[src/rtl/arashi_thread_arbiter_if.sv]
// Cache-side and consumer-side signal bundle for the thread arbiter.
interface arashi_thread_arbiter_if #(
  parameter int unsigned DATA_WIDTH  = 32,
  parameter int unsigned NUM_THREADS = 4
);
  localparam int unsigned TID_WIDTH = $clog2(NUM_THREADS);

  logic [NUM_THREADS-1:0]            avail;
  logic [NUM_THREADS-1:0]            r_ena;
  logic [NUM_THREADS*DATA_WIDTH-1:0] data_in;
  logic                              out_valid;
  logic                              out_ready;
  logic [DATA_WIDTH-1:0]             out_data;
  logic [TID_WIDTH-1:0]              out_tid;

  // Arbiter side
  modport master (
    input  avail, data_in, out_ready,
    output r_ena, out_valid, out_data, out_tid
  );

  // Caches + consumer side
  modport slave (
    output avail, data_in, out_ready,
    input  r_ena, out_valid, out_data, out_tid
  );
endinterface

[src/rtl/arashi_thread_arbiter.sv]
// Round-robin read arbiter over NUM_THREADS thread caches with a 4-entry
// tagged output queue. Optional stall counter enabled by ARASHI_ARB_STALL_CNT_EN.
module arashi_thread_arbiter #(
  parameter int unsigned DATA_WIDTH  = 32,
  parameter int unsigned NUM_THREADS = 4
) (
  input  logic                    clk,
  input  logic                    rstn,
`ifdef ARASHI_ARB_STALL_CNT_EN
  output logic [15:0]             stall_cnt,
`endif
  arashi_thread_arbiter_if.master bus
);
  localparam int unsigned TID_WIDTH = $clog2(NUM_THREADS);
  localparam int unsigned Q_DEPTH   = 4;
  localparam int unsigned PTR_W     = 2;
  localparam int unsigned OCC_W     = 3;
  localparam int unsigned PEND_W    = 2;

  logic [NUM_THREADS-1:0] r_rd_ena;
  logic [TID_WIDTH-1:0]   r_rr_ptr;
  logic                   r_s1_vld;
  logic                   r_s2_vld;
  logic [TID_WIDTH-1:0]   r_s1_tid;
  logic [TID_WIDTH-1:0]   r_s2_tid;
  logic [DATA_WIDTH-1:0]  r_q_data [Q_DEPTH];
  logic [TID_WIDTH-1:0]   r_q_tid  [Q_DEPTH];
  logic [PTR_W-1:0]       r_wr_ptr;
  logic [PTR_W-1:0]       r_rd_ptr;
  logic [OCC_W-1:0]       r_occ;
  logic [PEND_W-1:0]      r_pend;
  logic                   r_head_vld;
  logic [DATA_WIDTH-1:0]  r_head_data;
  logic [TID_WIDTH-1:0]   r_head_tid;

  logic                   w_found;
  logic [TID_WIDTH-1:0]   w_winner;
  logic                   w_issue;
  logic [TID_WIDTH-1:0]   w_rr_nxt;
  logic                   w_push;
  logic                   w_pop;
  logic [DATA_WIDTH-1:0]  w_push_data;
  logic [OCC_W-1:0]       w_occ_nxt;
  logic [PTR_W-1:0]       w_rd_ptr_nxt;
  logic [DATA_WIDTH-1:0]  w_head_data_nxt;
  logic [TID_WIDTH-1:0]   w_head_tid_nxt;
  logic [PEND_W-1:0]      w_pend_nxt;

  assign bus.r_ena     = r_rd_ena;
  assign bus.out_valid = r_head_vld;
  assign bus.out_data  = r_head_data;
  assign bus.out_tid   = r_head_tid;

  // Pick the available thread nearest to rr_ptr (wrapping) and gate it by queue credit
  always_comb begin
    int unsigned v_dist;
    int unsigned v_best;
    v_dist   = 0;
    v_best   = NUM_THREADS;
    w_found  = 1'b0;
    w_winner = '0;
    for (int unsigned i = 0; i < NUM_THREADS; i++) begin
      v_dist = (i + NUM_THREADS - 32'(r_rr_ptr)) % NUM_THREADS;
      if (bus.avail[i] && (v_dist < v_best)) begin
        v_best   = v_dist;
        w_winner = TID_WIDTH'(i);
        w_found  = 1'b1;
      end
    end
    w_issue  = w_found && ((4'(r_occ) + 4'(r_pend)) < 4'(Q_DEPTH));
    w_rr_nxt = (w_winner == TID_WIDTH'(NUM_THREADS - 1)) ? '0 : w_winner + 1'b1;
  end

  // Return-path capture, queue pointer/occupancy and next-head selection
  always_comb begin
    w_push      = r_s2_vld;
    w_pop       = r_head_vld && bus.out_ready;
    w_push_data = '0;
    for (int unsigned t = 0; t < NUM_THREADS; t++) begin
      if (r_s2_tid == TID_WIDTH'(t)) w_push_data = bus.data_in[t*DATA_WIDTH +: DATA_WIDTH];
    end
    w_occ_nxt       = r_occ + OCC_W'(w_push) - OCC_W'(w_pop);
    w_rd_ptr_nxt    = r_rd_ptr + PTR_W'(w_pop);
    w_head_data_nxt = r_head_data;
    w_head_tid_nxt  = r_head_tid;
    if (w_occ_nxt != '0) begin
      if (w_push && (r_wr_ptr == w_rd_ptr_nxt)) begin
        w_head_data_nxt = w_push_data;
        w_head_tid_nxt  = r_s2_tid;
      end else begin
        w_head_data_nxt = r_q_data[w_rd_ptr_nxt];
        w_head_tid_nxt  = r_q_tid[w_rd_ptr_nxt];
      end
    end
    case ({w_issue, w_push})
      2'b10:   w_pend_nxt = r_pend + PEND_W'(1);
      2'b01:   w_pend_nxt = r_pend - PEND_W'(1);
      default: w_pend_nxt = r_pend;
    endcase
  end

  // Grant register, return shift, queue storage and head; reset drops in-flight reads
  always_ff @(posedge clk) begin
    if (!rstn) begin
      r_rd_ena    <= '0;
      r_rr_ptr    <= '0;
      r_s1_vld    <= 1'b0;
      r_s2_vld    <= 1'b0;
      r_s1_tid    <= '0;
      r_s2_tid    <= '0;
      r_wr_ptr    <= '0;
      r_rd_ptr    <= '0;
      r_occ       <= '0;
      r_pend      <= '0;
      r_head_vld  <= 1'b0;
      r_head_data <= '0;
      r_head_tid  <= '0;
      for (int unsigned i = 0; i < Q_DEPTH; i++) begin
        r_q_data[i] <= '0;
        r_q_tid[i]  <= '0;
      end
    end else begin
      assert (!(w_push && (r_occ == OCC_W'(Q_DEPTH))));
      r_rd_ena <= w_issue ? (NUM_THREADS'(1) << w_winner) : '0;
      if (w_issue) r_rr_ptr <= w_rr_nxt;
      r_s1_vld <= w_issue;
      r_s1_tid <= w_winner;
      r_s2_vld <= r_s1_vld;
      r_s2_tid <= r_s1_tid;
      if (w_push) begin
        r_q_data[r_wr_ptr] <= w_push_data;
        r_q_tid[r_wr_ptr]  <= r_s2_tid;
        r_wr_ptr           <= r_wr_ptr + PTR_W'(1);
      end
      r_rd_ptr    <= w_rd_ptr_nxt;
      r_occ       <= w_occ_nxt;
      r_pend      <= w_pend_nxt;
      r_head_vld  <= (w_occ_nxt != '0);
      r_head_data <= w_head_data_nxt;
      r_head_tid  <= w_head_tid_nxt;
    end
  end

`ifdef ARASHI_ARB_STALL_CNT_EN
  logic [15:0] r_stall_cnt;
  assign stall_cnt = r_stall_cnt;

  // Saturating count of cycles where the head is offered but not taken
  always_ff @(posedge clk) begin
    if (!rstn) begin
      r_stall_cnt <= '0;
    end else if (r_head_vld && !bus.out_ready && (r_stall_cnt != 16'hFFFF)) begin
      r_stall_cnt <= r_stall_cnt + 16'd1;
    end
  end
`endif

endmodule

[src/flat_wrapper.sv]
// flat-port wrapper written by rule: the top's interface ports become plain ports
module arashi_thread_arbiter_flat 
#(
  parameter int unsigned DATA_WIDTH  = 32,
  parameter int unsigned NUM_THREADS = 4
)
  (clk, rstn, bus_avail, bus_data_in, bus_out_ready, bus_r_ena, bus_out_valid, bus_out_data, bus_out_tid);
  arashi_thread_arbiter_if #(.DATA_WIDTH(DATA_WIDTH), .NUM_THREADS(NUM_THREADS)) bus_i ();
  input  logic clk;
  input  logic rstn;
  input wire logic [$bits(bus_i.avail)-1:0] bus_avail;
  input wire logic [$bits(bus_i.data_in)-1:0] bus_data_in;
  input wire logic [$bits(bus_i.out_ready)-1:0] bus_out_ready;
  output wire logic [$bits(bus_i.r_ena)-1:0] bus_r_ena;
  output wire logic [$bits(bus_i.out_valid)-1:0] bus_out_valid;
  output wire logic [$bits(bus_i.out_data)-1:0] bus_out_data;
  output wire logic [$bits(bus_i.out_tid)-1:0] bus_out_tid;
  assign bus_i.avail = bus_avail;
  assign bus_i.data_in = bus_data_in;
  assign bus_i.out_ready = bus_out_ready;
  assign bus_r_ena = bus_i.r_ena;
  assign bus_out_valid = bus_i.out_valid;
  assign bus_out_data = bus_i.out_data;
  assign bus_out_tid = bus_i.out_tid;
  arashi_thread_arbiter #(.DATA_WIDTH(DATA_WIDTH), .NUM_THREADS(NUM_THREADS)) u_core (.clk(clk), .rstn(rstn), .bus(bus_i));
endmodule
[config.mk]
export PLATFORM = sky130hd
export DESIGN_NAME = arashi_thread_arbiter_flat
export DESIGN_NICKNAME = d
export VERILOG_FILES = /design/src/rtl/arashi_thread_arbiter_if.sv /design/src/rtl/arashi_thread_arbiter.sv /design/src/flat_wrapper.sv
export SDC_FILE = /design/constraint.sdc
export NUM_CORES = 1
export LEC_CHECK = 0
export CAP_MARGIN = 10
export CELL_PAD_IN_SITES_DETAIL_PLACEMENT = 0
export CELL_PAD_IN_SITES_GLOBAL_PLACEMENT = 2
export CORE_AREA = 2 2 163 165
export CTS_CLUSTER_DIAMETER = 60
export DETAILED_ROUTE_END_ITERATION = 12
export DIE_AREA = 0 0 165 167
export GPL_ROUTABILITY_DRIVEN = 0
export HOLD_SLACK_MARGIN = 0.12
export PLACE_DENSITY = 0.83
export SETUP_SLACK_MARGIN = 0.4
export SYNTH_ARGS = -nofsm -noshare
export SYNTH_HDL_FRONTEND = slang
export SYNTH_SLANG_ARGS = --single-unit
[constraint.sdc]
create_clock -name clk -period 4.45 [get_ports clk]
set_input_delay 1.335 -clock clk [delete_from_list [all_inputs] [get_ports clk]]
set_output_delay 1.335 -clock clk [all_outputs]
set_load 0.02 [all_outputs]
Word-level counts from Yosys, hierarchy flattened
Memory sizes are Yosys's and may differ from the RTL's. A register that Yosys moved wholly into a read port is not among the register bits.
Index checks and enable logic that the tools add are counted.

storage, ports and cells
  register bits = 22
  RAM bits = 136
  input port bits = 135
  output and inout port bits = 39
  logic and storage cells = 77
  memories kept = 2

cells by class
  add/sub/neg operators = 12
  magnitude comparators = 5
  equality and inequality tests = 6
  shift operators = 1
  mux-type cells = 26
  reduce and logical (&&, ||, !) cells = 14

memory list
  name             words  bits a word  rd ports  clocked after Yosys merged registers in  wr ports  RTL line                     text
  u_core.r_q_data  4      32           1         1                                        4         arashi_thread_arbiter.sv:26  logic [DATA_WIDTH-1:0] r_q_data [Q_DEPTH];
  u_core.r_q_tid   4      2            1         1                                        4         arashi_thread_arbiter.sv:27  logic [TID_WIDTH-1:0] r_q_tid [Q_DEPTH];

operator list
  kind                 count
  $mux 32              5
  $reduce_or 32->1     1
  $mux 2               6
  $mux 1               11
  $lt 2x3->1           3
  $mux 3               3
  $eq 2x2->1 const B   4
  $add 2x1->2 const B  3
  $logic_and 1x1->1    6
  $add 3x2->4          1
  $eq 2x1->1 const B   2
  $lt 4x3->1 const B   1
  $pmux 2 s2           1
  $shl 1x2->4 const A  1
  $sub 1x2->2 const A  2
  $sub 2x2->2 const A  2
  $add 3x1->3          1
  $lt 2x3->1 const B   1
  $reduce_bool 3->1    1
  $sub 3x1->3          1
  $add 2x1->2          1
  $logic_not 1->1      2
  $logic_not 2->1      1
  $reduce_and 2->1     1
  other kinds (3)      3

Logic depth before layout (Yosys ltp)
Gate-level depths: netlist of the first run.

  depth after elaboration = 16
  gate-level depth with buffers = 16
  depth with buffers taken out = 16

Least setup slack after synthesis of the first run
No wires, ideal clock.

  path kind = input to register
  from = input port bus_avail[0]
  to = register u_core.r_rr_ptr[1]
  setup time = 128 ps
  arrival = 3599 ps
  required time = 4322 ps
  setup slack = 723 ps
  cell stages on the path = 15
  buffers on the path = 0
  cells stage by stage = inv_1 -> o32a_1 -> ha_1 -> o21a_1 -> o22ai_1 -> nand2_1 -> nand2_1 -> o21ai_0 -> ha_1 -> o32ai_1 -> o21ai_1 -> nand2_1 -> ha_1 -> mux2i_1 -> nor2_1

on the way
  cells in the longest elaborated chain, start to end = 13
  elaborated cells on any way between the ends = 21
  classes of those cells = 1 x add/sub; 3 x order compare; 1 x eq/ne; 11 x mux; 5 x reduce/logical

ends and longest elaborated chain
  element                                           RTL line                      text
  start: declaration                                flat_wrapper.sv:11            input wire logic [$bits(bus_i.avail)-1:0] bus_avail;
  $logic_and 1x1->1 *                               arashi_thread_arbiter.sv:64   if (bus.avail[i] && (v_dist < v_best)) begin
  $mux 3 *                                          arashi_thread_arbiter.sv:64
  $lt 2x3->1                                        arashi_thread_arbiter.sv:64
  $logic_and 1x1->1                                 arashi_thread_arbiter.sv:64
  $mux 3                                            arashi_thread_arbiter.sv:64
  $lt 2x3->1                                        arashi_thread_arbiter.sv:64
  $logic_and 1x1->1                                 arashi_thread_arbiter.sv:64
  $mux 3                                            arashi_thread_arbiter.sv:64
  $lt 2x3->1                                        arashi_thread_arbiter.sv:64
  $logic_and 1x1->1                                 arashi_thread_arbiter.sv:64
  $mux 2 *                                          arashi_thread_arbiter.sv:64
  named net u_core.w_winner[0]                      arashi_thread_arbiter.sv:37   logic [TID_WIDTH-1:0] w_winner;
  $add 2x1->2 / $eq 2x2->1 (equally long branches)  arashi_thread_arbiter.sv:71   w_rr_nxt = (w_winner == TID_WIDTH'(NUM_THREADS - 1)) ? '0 : w_winner + 1'b1;
  $mux 2 *                                          arashi_thread_arbiter.sv:71
  named net u_core.w_rr_nxt[1]                      arashi_thread_arbiter.sv:39   logic [TID_WIDTH-1:0] w_rr_nxt;
  end signal: assignment                            arashi_thread_arbiter.sv:125  if (w_issue) r_rr_ptr <= w_rr_nxt;
  end: declaration                                  arashi_thread_arbiter.sv:21   logic [TID_WIDTH-1:0] r_rr_ptr;

The timed path passes the listed nets; every way through them passes the cells marked *.
A chain may end at the register's enable or synchronous reset.

Worst setup path in the final report of the first run
Ends and elaborated chain as after synthesis.

==> flow_summary.yaml, run 1 <==
synth:
  yosys.cell_types.count: 42
  synth_compound_area_share_pct: 4.201
  async_flop_share_pct: 0
  synthesis.nets: 804
  synth-simple-area-share_pct: 13.15
  ys_ff_latch: 192
  synth_xor_area_share_pct: 1.120
  postSynthCellCount: 660
  synth_fa_ha_area_share_pct: 1.344
  synth_top_family_by_area: "multiplexers"
  yosysSeqAreaShare_pct: 58.26
  netlist_area_um2: 8935
  yosysWarnings: 0
  synth_edf_count: 136
  synthFlopType: "edfxtp_1"
  muxShareOfSynthArea_pct: 18.65
  avgSynthCellArea_um2: 13.54
finish:
  fill_cells: 2310
  multi_input_area_um2: 3496
  nNetsFinal: 985
  area_delta_synth_final_pct: 32.77
  utilization_pct: 46.04
  seq_area_um2: 5207
  layout_commonest_cell: "clkdlybuf4s50_1"
  finish.instance_area_um2: 11860
  n_antenna_cell: 0
  layout-drive-gt1-share_pct: 17.10
  mostFrequentLayoutCells: "clkdlybuf4s50_1 (172), edfxtp_1 (136), nor2_1 (66), mux4_2 (66), nand2_1 (65)"
clocking:
  clock_latency_ns: 0.43
  clock_path_buffers: 2
  ctsHoldBuffers: 0
  htree_levels: 4
  cts.sinks: 192
  cts_tree: "yes"
  cts_buffers: 17
  root_buffer: "clkbuf_16"
  path_clk_slew_ns: 0.07
timing:
  setup_viol: 0
  fin_tns_setup_ns: 0
  fin_skew_ns: 0.01598
  post-route-period-util_pct: 86.06
  maxSlewViolCount: 0
  grt_setup_unrepaired: "false"
  hold_viol_final: 0
  max_slew_margin_pct: 30.48
  fmax_mhz: 261.1
  worstMarginPinSlew_ns: 1.043
  final.min_clock_period_ns: 3.830
global_route:
  grt_use_total_pct: 16.48
  antenna_found_initial: 0
  grt_pass1_wl_um: 34210
  grt_max_degree: 37
  gr-total-overflow: 0
  grt_pass1_vias: 6210
floorplan:
  rows: 59
  start_util_pct: 34.68
  die_area_um2: 27560
  io_pins: 174
  fp.dieH_um: 167
  core_um2: 25760
  dieWidth_um: 165
drt:
  drc: 0
  vias_per_cell: 4.934
  wirelength_um: 21700
  dr.first_iter.drc_count: 312
  wl_per_cell_um: 18.25
  firstDrtPassIters: 4
  ant_nets: 0
  vias: 5866
setup_path:
  critPathRequiredTime_ns: 4.76
  rr_worst_depth: 15
  setup.worst_path.end_class: "register"
  cp-startpoint: "bus_avail[0]"
  cp_cell_sequence: "clkdlybuf4s50_1 > inv_1 > o32a_1 > ha_1 > o21a_1 > o22ai_1 > nand2_1 > nand2_1 > o21ai_0 > ha_1 > a311oi_2 > o21ai_2 > nand2_1 > ha_1 > mux2i_1 > nor2_1"
  path_class: "in -> reg"
  cp.arrival_ns: 4.14
  crit_path_top_delay_cell: "clkdlybuf4s50_1"
  reg2reg_from: "u_core.r_rr_ptr[0]$_SDFFE_PN0P_"
  worstSetupStartpointType: "input port"
  max_stage_delay_ns: 0.47
  path_max_fanout: 5
pwr:
  worst_ir_drop_vdd_v: 0.0002778
  power.leakage_nw: 4.343
  cellPowerDensity_nw_per_um2: 528.9
min_path:
  min_from: "u_core.r_s1_tid[0]$_SDFF_PN0_"
  holdPathStages: 1
  hold_path_class: "reg -> reg"
placement:
  place_hpwl_um: 14420
  io_buffers: 173
  place_area_um2: 11230
run_status:
  outcome: "completed"
run:
  drv_cap: 0
-- per-layer routing --
layer  vias up  GRT usage [%]  routed length [um]
met2       153          28.46               11250
met5         -              0                   0
met4         0          4.159                 293
met3        12          3.412                1000
li1       2809              -                   -
met1      2892          21.04                9157
-- layout make-up --
type | count | area share, %
clock buffers | 17 | 3.586
clock inverters | 15 | 1.550
inverters | 29 | 0.9176
multi-input cells | 398 | 29.47
flip-flops and latches | 192 | 43.90
well taps | 335 | 3.533
repair buffers | 203 | 17.04
-- Yosys cell counts, types with 18 or more instances --
cell type  number  area (um2)
edfxtp_1      136        4084
nand2_1        70       262.8
nor2_1         67       251.5
mux4_2         66        1486
and2_1         56       350.3
dfxtp_1        56        1121
inv_1          27       101.4
clkbuf_1       26       97.59
nand3_1        19       95.09
mux2i_1        18       180.2
o21ai_1        18       90.09
o311ai_1       18       157.7
-- final timing paths --
check	endpoint	slack [ns]
max	u_core.r_rr_ptr[1]$_SDFFE_PN0P_	0.62
min	u_core.r_s2_tid[0]$_SDFF_PN0_	0.43
max reg2reg	u_core.r_rr_ptr[1]$_SDFFE_PN0P_	1.50
min reg2reg	u_core.r_s2_tid[0]$_SDFF_PN0_	0.43
-- stage by stage --
stage / hold WS (ns) / std cells / power [mW] / setup WS (ns)
finish: 0.4338 / 1189 / 6.275 / 0.6202
CTS: 0.4336 / 1187 / 6.335 / 0.5319
floorplan: 0.4119 / 660 / 3.801 / 0.7234
detailed placement: 0.4169 / 1155 / 4.760 / 0.09229
global route: 0.4463 / 1189 / 6.615 / 0.3932
global placement: 0.4140 / 1155 / 4.735 / 0.1194
-- registers in the layout (all words and copies together) (netlist names), 2 cells and up --
name	cells
u_core.r_s1_tid	2
u_core.r_q_data	128
u_core.r_rr_ptr	2
u_core.r_s2_tid	2
u_core.r_wr_ptr	2
u_core.r_occ	3
u_core.r_pend	2
u_core.bus.r_ena	4
u_core.bus.out_tid	2
u_core.bus.out_data	32
u_core.r_rd_ptr	2
u_core.r_q_tid	8
-- critical path, delay by kind of cell --
| kind | cells | cell delay, ns |
|---|---|---|
| AO/OA/AOI/OAI | 6 | 1.19 |
| adder cells (fa/ha/maj) | 3 | 0.64 |
| buffers and inverters | 2 | 0.53 |
| AND/OR/NAND/NOR | 4 | 0.32 |
| multiplexers | 1 | 0.13 |
-- power by group --
group	total (mW)	switching (mW)	internal, mW
Combinational	2.27	1.16	1.12
Clock	1.58	0.686	0.893
Sequential	2.42	0.205	2.22
Total	6.27	2.05	4.22
-- cells by family after synthesis --
kind of cell | count (synthesis)
AND/OR/NAND/NOR | 244
AO/OA/AOI/OAI | 52
adder cells (fa/ha/maj) | 9
buffers and inverters | 70
flip-flops | 192
multiplexers | 84
XOR/XNOR | 9
-- what timing repair did --
item,CTS,global route
hold endpoints to repair,0,0
setup buffers,0,2
resized for setup,0,3
endpoints found under the setup margin,0,2
No activity file was read; power rests on OpenSTA's default activity.
==> run 2: changes to the inputs <==
--- a/config.mk
+++ b/config.mk
@@ -8,13 +8,13 @@
 export CAP_MARGIN = 10
 export CELL_PAD_IN_SITES_DETAIL_PLACEMENT = 0
 export CELL_PAD_IN_SITES_GLOBAL_PLACEMENT = 2
-export CORE_AREA = 2 2 163 165
+export CORE_AREA = 2 2 124 217
 export CTS_CLUSTER_DIAMETER = 60
 export DETAILED_ROUTE_END_ITERATION = 12
-export DIE_AREA = 0 0 165 167
+export DIE_AREA = 0 0 126 219
 export GPL_ROUTABILITY_DRIVEN = 0
 export HOLD_SLACK_MARGIN = 0.12
-export PLACE_DENSITY = 0.83
+export PLACE_DENSITY = 0.82
 export SETUP_SLACK_MARGIN = 0.4
 export SYNTH_ARGS = -nofsm -noshare
 export SYNTH_HDL_FRONTEND = slang
==> run 2 against run 1 <==
Flip-flop and latch count unchanged. Clock skew decreased by 0.0068 ns. Sequential share of layout area rose by 0.11 points. Critical path type unchanged. Critical endpoint unchanged. Total power shrank 0.15%. Sequential power about the same. Worst setup slack worse by 0.035 ns. Final cell count down 1.0%. Critical path depth shrank 1. Largest cell class unchanged. Combinational power grew 2%. Clock power fell by 4%.
==> flow_summary.yaml, run 2 (synthesis gave the netlist of run 1 again) <==
run_status:
  outcome: "completed"
setup_path:
  crit_path_top_delay_cell: "clkdlybuf4s50_1"
  cp-startpoint: "bus_avail[1]"
  worstSetupStartpointType: "input port"
  r2r-end: "u_core.r_rr_ptr[1]$_SDFFE_PN0P_"
  rr_worst_depth: 15
  path_class: "in -> reg"
  cp_cell_sequence: "clkdlybuf4s50_1 > o32a_1 > ha_2 > o21a_1 > o22ai_2 > nand2_1 > nand2_1 > o21ai_0 > ha_1 > a311oi_2 > o21ai_1 > nand2_1 > ha_1 > mux2i_1 > nor2_1"
  path_max_fanout: 6
  cp-endpoint: "u_core.r_rr_ptr[1]$_SDFFE_PN0P_"
  r2r_setup_slack_ns: 1.49
  cp.arrival_ns: 4.19
  max_stage_delay_ns: 0.51
  setup.worst_path.end_class: "register"
  reg2reg_from: "u_core.r_rr_ptr[0]$_SDFFE_PN0P_"
  crit_top_cell: "nand2_1"
  critPathRequiredTime_ns: 4.77
run:
  drv_cap: 0
clocking:
  cts_setup_buffers: 0
  clock_path_buffers: 2
  cts_buffers: 17
  root_buffer: "clkbuf_16"
  cts.sinks: 192
  clock_latency_ns: 0.43
  path_clk_slew_ns: 0.07
  cts_tree: "yes"
  htree_levels: 4
timing:
  hold_viol_final: 0
  fin_tns_setup_ns: 0
  worstMarginPinSlew_ns: 1.159
  fmax_mhz: 258.7
  final.min_clock_period_ns: 3.865
  max_slew_margin_pct: 22.77
  grt_setup_unrepaired: "false"
  setup_viol: 0
  post-route-period-util_pct: 86.85
  maxSlewViolCount: 0
  fin_skew_ns: 0.009195
finish:
  area_delta_synth_final_pct: 32.45
  layout_commonest_cell: "clkdlybuf4s50_1"
  mostFrequentLayoutCells: "clkdlybuf4s50_1 (173), edfxtp_1 (136), mux4_2 (66)"
  utilization_pct: 45.93
  nNetsFinal: 988
  largest_reg_flops: 128
  regMostFlops: "u_core.r_q_data"
  n_antenna_cell: 0
  layout-drive-gt1-share_pct: 17.62
global_route:
  grt_pass1_wl_um: 35030
  grt_pass1_vias: 6284
  grt_max_degree: 37
  antenna_found_initial: 1
  gr-total-overflow: 0
  grt_use_total_pct: 16.73
floorplan:
  dieWidth_um: 126
  fp.dieH_um: 219
  rows: 78
  die_area_um2: 27590
  io_pins: 174
  start_util_pct: 34.68
  core_um2: 25760
pwr:
  cellPowerDensity_nw_per_um2: 529.5
  power.leakage_nw: 4.321
  worst_ir_drop_vdd_v: 0.0002933
  total_power_mw: 6.265
min_path:
  holdPathStages: 1
  hold_path_class: "reg -> reg"
drt:
  drc: 0
  ant_nets: 0
  dr.first_iter.drc_count: 323
  firstDrtPassIters: 4
  wl_per_cell_um: 19.21
  vias_per_cell: 5.065
  wirelength_um: 22610
  vias: 5961
placement:
  place_hpwl_um: 15820
  io_buffers: 173
run 2: changes by cell type in the layout (fill, tap and decap cells not counted), sizes merged:
cell / delta
clkinvlp: +2
clkdlybuf4s50: +1
bufinv: -1
buf: +3
clkbuf: +1
dlymetal6s2s: -1
clkinv: -2
run 2: worst min path at each step:
stage                                  start                       endpoint
5_1_grt        u_core.r_s1_tid[0]$_SDFF_PN0_  u_core.r_s2_tid[0]$_SDFF_PN0_
2_1_floorplan  u_core.r_s1_tid[0]$_SDFF_PN0_  u_core.r_s2_tid[0]$_SDFF_PN0_
3_3_place_gp      u_core.r_s1_vld$_SDFF_PN0_     u_core.r_s2_vld$_SDFF_PN0_
3_5_place_dp   u_core.r_s1_tid[1]$_SDFF_PN0_  u_core.r_s2_tid[1]$_SDFF_PN0_
4_1_cts        u_core.r_s1_tid[1]$_SDFF_PN0_  u_core.r_s2_tid[1]$_SDFF_PN0_
6_report       u_core.r_s1_tid[1]$_SDFF_PN0_  u_core.r_s2_tid[1]$_SDFF_PN0_
run 2: where the power goes:
part	switching [mW]	internal (mW)
combinational	1.17	1.14
clock	0.682	0.837
sequential	0.218	2.22
run 2: layout make-up:
type                       instances  area, um2
tap                              320      400.4
sequential                       192       5207
fill                            2378      13930
clock buffer                      18      429.2
timing repair buffer             206       2017
inverter                          29      108.9
clock inverter                    14      157.7
multi-input combinational        398       3513
run 2: through the flow:
stage	hold WS (ns)	area [um2]	cells	setup slack, ns
2_1_floorplan	0.4119	8935	660	0.7234
3_3_place_gp	0.4149	11230	1145	0.1908
3_5_place_dp	0.4192	11230	1145	0.1383
4_1_cts	0.4322	11820	1177	0.5865
5_1_grt	0.4595	11830	1177	0.3860
6_report	0.4378	11830	1177	0.5851
run 2: timing repair:
| action | CTS | global route |
|---|---|---|
| endpoints found under the setup margin | 0 | 1 |
| resized for setup | 0 | 3 |
| hold buffers | 0 | 0 |
run 2: metal layers:
layer | vias up | GRT usage [%] | part of all wire [%]
met4 | 2 | 4.469 | 1.1
li1 | 2809 | - | -
met2 | 161 | 32.71 | 57
met5 | - | 0 | 0.044
met3 | 16 | 3.267 | 5.4
met1 | 2973 | 18.10 | 36
run 2: worst max-delay path: cells and delay by family:
family,cells,cell delay [ns]
AND/OR/NAND/NOR,4,0.31
buffers and inverters,1,0.51
AO/OA/AOI/OAI,6,1.24
adder cells (fa/ha/maj),3,0.63
multiplexers,1,0.14
